File: src/rtl/pc_pkg.sv
// Shared types and constants for the program-counter unit.
package pc_pkg;

    typedef enum logic [1:0] {
        PRI_NONE = 2'd0,
        PRI_BR   = 2'd1,
        PRI_ERET = 2'd2,
        PRI_EXC  = 2'd3
    } pri_e;

    localparam logic [31:0] PC_RESET_VEC = 32'h0000_0000;
    localparam logic [31:0] PC_EXC_VEC   = 32'h0000_0004;

    localparam int unsigned ALIGN_W = 64;
    typedef logic [ALIGN_W-1:0] align_t;

    // inc must be a power of two; clears its low log2(inc) bits.
    function automatic align_t align(input align_t addr,
                                     input int unsigned inc);
        return addr & ~(align_t'(inc) - align_t'(1));
    endfunction

endpackage

File: src/rtl/pc_unit_pending_slot.sv
// One-entry redirect buffer used while fetch is stalled.
module pc_pending_slot
    import pc_pkg::*;
#(
    parameter int unsigned WIDTH = 32
) (
    input  logic             clk,
    input  logic             rst,
    input  logic             ena,
    input  pri_e             req_pri,
    input  logic [WIDTH-1:0] req_tgt,
    output logic             accept,
    output logic             valid,
    output logic [WIDTH-1:0] tgt
);

    pri_e pri;

    // An empty slot holds PRI_NONE, so any real request wins against it.
    assign accept = (req_pri != PRI_NONE) && (req_pri >= pri);
    assign valid  = (pri != PRI_NONE);

    always_ff @(posedge clk or posedge rst) begin
        if (rst) begin
            pri <= PRI_NONE;
            tgt <= '0;
        end else if (ena) begin
            pri <= PRI_NONE;
            tgt <= '0;
        end else if (accept) begin
            pri <= req_pri;
            tgt <= req_tgt;
        end
    end

endmodule

File: src/rtl/pc_unit.sv
// Fetch PC register with redirect arbitration, EPC and EXL.
module pc_unit
    import pc_pkg::*;
#(
    parameter int unsigned      WIDTH     = 32,
    parameter logic [WIDTH-1:0] RESET_VEC = WIDTH'(PC_RESET_VEC),
    parameter logic [WIDTH-1:0] EXC_VEC   = WIDTH'(PC_EXC_VEC),
    parameter int unsigned      INC       = 4
) (
    input  logic             clk,
    input  logic             rst,
    input  logic             ena,
    input  logic             br_valid,
    input  logic [WIDTH-1:0] br_target,
    input  logic             exc_valid,
    input  logic [WIDTH-1:0] exc_epc,
    input  logic             eret_valid,
    output logic [WIDTH-1:0] pc,
    output logic [WIDTH-1:0] pc_plus,
    output logic [WIDTH-1:0] epc,
    output logic             exl,
    output logic             pend_valid
);

    function automatic logic [WIDTH-1:0] al(input logic [WIDTH-1:0] a);
        return WIDTH'(align(align_t'(a), INC));
    endfunction

    localparam logic [WIDTH-1:0] RST_PC = WIDTH'(align(align_t'(RESET_VEC), INC));
    localparam logic [WIDTH-1:0] EXC_PC = WIDTH'(align(align_t'(EXC_VEC), INC));

    pri_e             req_pri;
    logic [WIDTH-1:0] req_tgt;
    logic             accept;
    logic [WIDTH-1:0] pend_tgt;
    logic [WIDTH-1:0] pc_nxt;

    assign pc_plus = pc + WIDTH'(INC);

    always_comb begin
        req_pri = PRI_NONE;
        req_tgt = '0;
        priority case (1'b1)
            exc_valid: begin
                req_pri = PRI_EXC;
                req_tgt = EXC_PC;
            end
            eret_valid: begin
                req_pri = PRI_ERET;
                req_tgt = al(epc);
            end
            br_valid: begin
                req_pri = PRI_BR;
                req_tgt = al(br_target);
            end
            default: begin
                req_pri = PRI_NONE;
                req_tgt = '0;
            end
        endcase
    end

    pc_pending_slot #(
        .WIDTH (WIDTH)
    ) u_slot (
        .clk     (clk),
        .rst     (rst),
        .ena     (ena),
        .req_pri (req_pri),
        .req_tgt (req_tgt),
        .accept  (accept),
        .valid   (pend_valid),
        .tgt     (pend_tgt)
    );

    // A request losing to the pending entry is dropped, side effects too.
    always_comb begin
        pc_nxt = pc_plus;
        if (accept) begin
            pc_nxt = req_tgt;
        end else if (pend_valid) begin
            pc_nxt = pend_tgt;
        end
    end

    always_ff @(posedge clk or posedge rst) begin
        if (rst) begin
            pc <= RST_PC;
        end else if (ena) begin
            pc <= pc_nxt;
        end
    end

    // Nested exceptions keep the first EPC.
    always_ff @(posedge clk or posedge rst) begin
        if (rst) begin
            epc <= '0;
            exl <= 1'b0;
        end else if (accept) begin
            if (req_pri == PRI_EXC) begin
                if (!exl) begin
                    epc <= exc_epc;
                end
                exl <= 1'b1;
            end else if (req_pri == PRI_ERET) begin
                exl <= 1'b0;
            end
        end
    end

endmodule

File: config.mk
export PLATFORM = sky130hd
export DESIGN_NAME = pc_unit
export DESIGN_NICKNAME = d
export VERILOG_FILES = /design/src/rtl/pc_pkg.sv /design/src/rtl/pc_unit_pending_slot.sv /design/src/rtl/pc_unit.sv
export SDC_FILE = /design/constraint.sdc
export NUM_CORES = 1
export LEC_CHECK = 0
export ABC_AREA = 1
export CORE_ASPECT_RATIO = 0.6
export CORE_UTILIZATION = 45
export CTS_BUF_LIST = sky130_fd_sc_hd__clkbuf_16
export CTS_CLUSTER_DIAMETER = 50
export DETAILED_ROUTE_END_ITERATION = 8
export PLACE_DENSITY_LB_ADDON = 0.3
export RECOVER_POWER = 100
export SYNTH_ARGS = -nofsm -noshare
export SYNTH_HDL_FRONTEND = slang
export SYNTH_SLANG_ARGS = --single-unit
File: constraint.sdc
create_clock -name clk -period 3.5 [get_ports clk]
set_input_delay 0.525 -clock clk [delete_from_list [all_inputs] [get_ports clk]]
set_output_delay 0.525 -clock clk [all_outputs]
set_load 0.005 [all_outputs]
==> results_tabular.tex <==
\begin{tabular}{lr}
\hline
Metric & Value \\
\hline
\multicolumn{2}{l}{\textbf{Drt}} \\
First-pass detailed-route iteration total & 5 \\
Antenna-violating nets left & 0 \\
First-iteration detailed-routing DRC count & 438 \\
Residual DRC count & 0 \\
Wirelength, routed & 17,100 um \\
Vias per Instance & about 5.2 \\
Detail-routed net length per standard cell & between 10 and 15 um \\
DR vias & between 6,000 and 7,000 \\
\multicolumn{2}{l}{\textbf{Synth}} \\
Main area contributors after synthesis & dfrtp\_1, nand2\_1, a21oi\_1, nand3\_1, nor2\_1 \\
Number of synthesized register bits & 95 \\
Mapped cell area & between 5000 and 6000 um2 \\
Post-synthesis sequential area ratio & 0.414 \\
Post-synthesis instance total & between 800 and 900 \\
Mean instance size in the synthesized netlist & 6.63 um2 \\
Cell type contributing the most total cell area after synthesis & dfrtp\_1 \\
Synth warnings & 0 \\
Area share of the largest cell type after synthesis & 0.414 \\
Synth unique cells & 28 \\
\multicolumn{2}{l}{\textbf{Cells and area}} \\
Layout Nets & between 1,000 and 1,500 \\
Antenna Diode Count & 0 \\
Non-filler cells, final & 1,174 \\
Area Growth Syn to Fin & 34.5\% \\
Fraction of layout instances using a drive strength above 1 & 0.0456 \\
\multicolumn{2}{l}{\textbf{STA}} \\
Hold Vio Cnt, Final & 0 \\
Hold slack final & roughly 0.50 ns \\
Transition time at the pin with the least slew margin & 2.42 ns \\
Maximum operating frequency & between 0.3 and 0.4 GHz \\
Max-slew violation count & 96 \\
Fraction of the cycle the final worst path needs & 0.936 \\
RSZ-0062 raised after global routing & no \\
Relative slew slack & -0.614 \\
Post-layout min period & approximately 3.3 ns \\
Final setup viols & 0 \\
Setup tns final & 0 ns \\
Worst Clk Skew & roughly 0.011 ns \\
\multicolumn{2}{l}{\textbf{Floorplan}} \\
Number of placement rows & 31 \\
Die Y & slightly below 90 um \\
Die width & between 100 and 150 um \\
Initial core utilization & 0.468 \\
Boundary pin count & 168 \\
Total Die Area & between 10,000 and 15,000 um2 \\
Core area & 12,300 um2 \\
\multicolumn{2}{l}{\textbf{Clock network}} \\
Sinks on Clock Net & 95 \\
Clock network latency to the later pin of the worst-skew pair & 0.34 ns \\
TritonCTS Buffers & 9 \\
Worst-path clk slew & 0.07 ns \\
CTS Root Cell & clkbuf\_16 \\
Post-CTS setup buffers & 0 \\
Quantity of gates resized following cts & 0 \\
TritonCTS clock tree & built \\
Count of hold-fix buffers inserted at cts & 0 \\
Longest Clk Path Bufs & 2 \\
H-tree lvl count & 3 \\
\multicolumn{2}{l}{\textbf{Global routing}} \\
Global-route wire length before repair & about 28,000 um \\
Number of antenna violations at the first check in global routing & 0 \\
Remaining Overflow, GRT & 0 \\
Number of global-route vias before repair & 5,601 \\
Total global-route track usage & 0.268 \\
Pin count of the biggest net entering global routing & 96 \\
\multicolumn{2}{l}{\textbf{Run status}} \\
Failing checks & capacitance limit, slew limit \\
Run status & finished with violations \\
\multicolumn{2}{l}{\textbf{Worst setup path}} \\
Slowest library cell on the worst path & dlygate4sd3\_1 \\
Kind of launch point of the worst setup path & register \\
Kind of capture point of the worst setup path & primary output \\
Cell-by-cell listing of the critical path & ha\_1, nand2\_1, nor2\_1, nand2\_1, nor2\_1, nand3b\_1, nand2\_1, dlygate4sd3\_1 \\
Critical Path Max Stage Delay & 0.57 ns \\
Data arrival, critical path & 2.75 ns \\
Most used cell, CP & nand2\_1 \\
Crit-path max FO & 7 \\
CP Data Required Time & 2.97 ns \\
Worst Setup Path Type & reg2out \\
\multicolumn{2}{l}{\textbf{Placement}} \\
Count of input and output buffers & between 150 and 200 \\
GP Congestion & $\sim$0.9 \\
Number of placed cells counting well taps & between 1,000 and 1,500 \\
Post-DP HPWL & roughly 12,000 um \\
\multicolumn{2}{l}{\textbf{Power}} \\
Total power per unit cell area & between 500 and 600 nW/um2 \\
Leak pwr & between 3 and 4 nW \\
Maximum resistive drop on vdd & roughly 0.32 mV \\
\multicolumn{2}{l}{\textbf{Worst hold path}} \\
Kind of path behind the tightest hold check & reg2reg \\
\multicolumn{2}{l}{\textbf{Job}} \\
Number of max-capacitance violations reported & 1 \\
\hline
\end{tabular}
## power breakdown
part           internal (mW)  switching (mW)
Combinational          0.710           0.731
Sequential              1.33           0.226
Clock                  0.628           0.435
## cell usage after synthesis
cell type	instances
inv_2	2
nand3_1	73
nor2_2	3
o21ai_0	44
or2_2	13
nand2_1	314
xnor2_1	3
nand2_4	1
clkbuf_1	22
clkinv_1	1
buf_6	2
xor2_1	2
buf_4	5
nand3b_1	2
buf_1	1
nor2_1	77
nand4_1	8
buf_2	19
and2_1	3
o21ai_1	7
nand2_2	1
dfrtp_1	95
a21oi_1	95
nand3_2	1
ha_1	2
o211ai_1	1
conb_1	1
inv_1	68
## cell usage in the layout, fill, tap and decap left out, drive strengths merged, types with 8 or more instances in the layout
cell / instances
clkbuf: 13
nand3: 74
dfrtp: 95
dlygate4sd3: 88
nand2: 316
clkdlybuf4s50: 72
buf: 9
a21oi: 95
or2: 13
o21ai: 51
nand4: 8
inv: 71
nor2: 80
## final timing paths
check | startpoint | to | slack, ns | cells after the start
max | pc[2] | pc_plus[20] | 0.22 | 8
min | epc[0] | epc[0] | 0.50 | 2
max reg2reg | u_slot.pri[1] | pc[17] | 1.04 | 9
min reg2reg | epc[0] | epc[0] | 0.50 | 2
max in group asynchronous | rst | pc[31] | 0.66 | 3
min in group asynchronous | rst | epc[5] | 1.40 | 3
## worst max-delay path, delay by kind of cell, from the launching register on
family | cells | cell delay, ns
adder cells (fa/ha/maj) | 1 | 0.24
buffers and inverters | 1 | 0.57
flip-flops | 1 | 0.46
AND/OR/NAND/NOR | 6 | 1.14
## per-stage QoR
step	power, mW	instance area [um2]	util	setup slack [ns]
2_1_floorplan	2.27	5750	-	0.498
3_3_place_gp	3.11	7450	0.608	0.455
3_5_place_dp	3.15	7450	0.608	0.377
4_1_cts	4.21	7770	0.634	0.307
5_1_grt	4.33	7720	0.630	0.0291
6_report	4.06	7720	0.630	0.222
## layer usage
layer,vias to the layer above,global-route usage,part of all wire
met4,0,0.0581,0.012
li1,3016,-,-
met1,2857,0.380,0.45
met3,19,0.0490,0.093
met2,264,0.432,0.45
met5,-,0,0
## logic make-up (layout without fill, tap and decap cells)
| logic type | count (synthesis) | count (layout) | share of synthesized area |
|---|---|---|---|
| other | 1 | 4 | 0.000653 |
| AND/OR/NAND/NOR | 496 | 496 | 0.356 |
| AO/OA/AOI/OAI | 147 | 147 | 0.129 |
| adder cells (fa/ha/maj) | 2 | 2 | 0.00436 |
| flip-flops | 95 | 95 | 0.414 |
| XOR/XNOR | 5 | 5 | 0.00763 |
| buffers and inverters | 120 | 260 | 0.0885 |
## registers in the layout (all words and copies together), names as in the netlist
name        count
exl             1
u_slot.pri      2
pc             30
u_slot.tgt     30
epc            32
## area by class of cell
class | count | area [um2]
clock inverter | 7 | 93.8
fill | 1175 | 4530
inverter | 71 | 268
clock buffer | 9 | 225
multi-input combinational | 654 | 2870
timing repair buffer | 173 | 1690
sequential | 95 | 2380
tap | 165 | 206
Power figures use the tool's default switching activity.
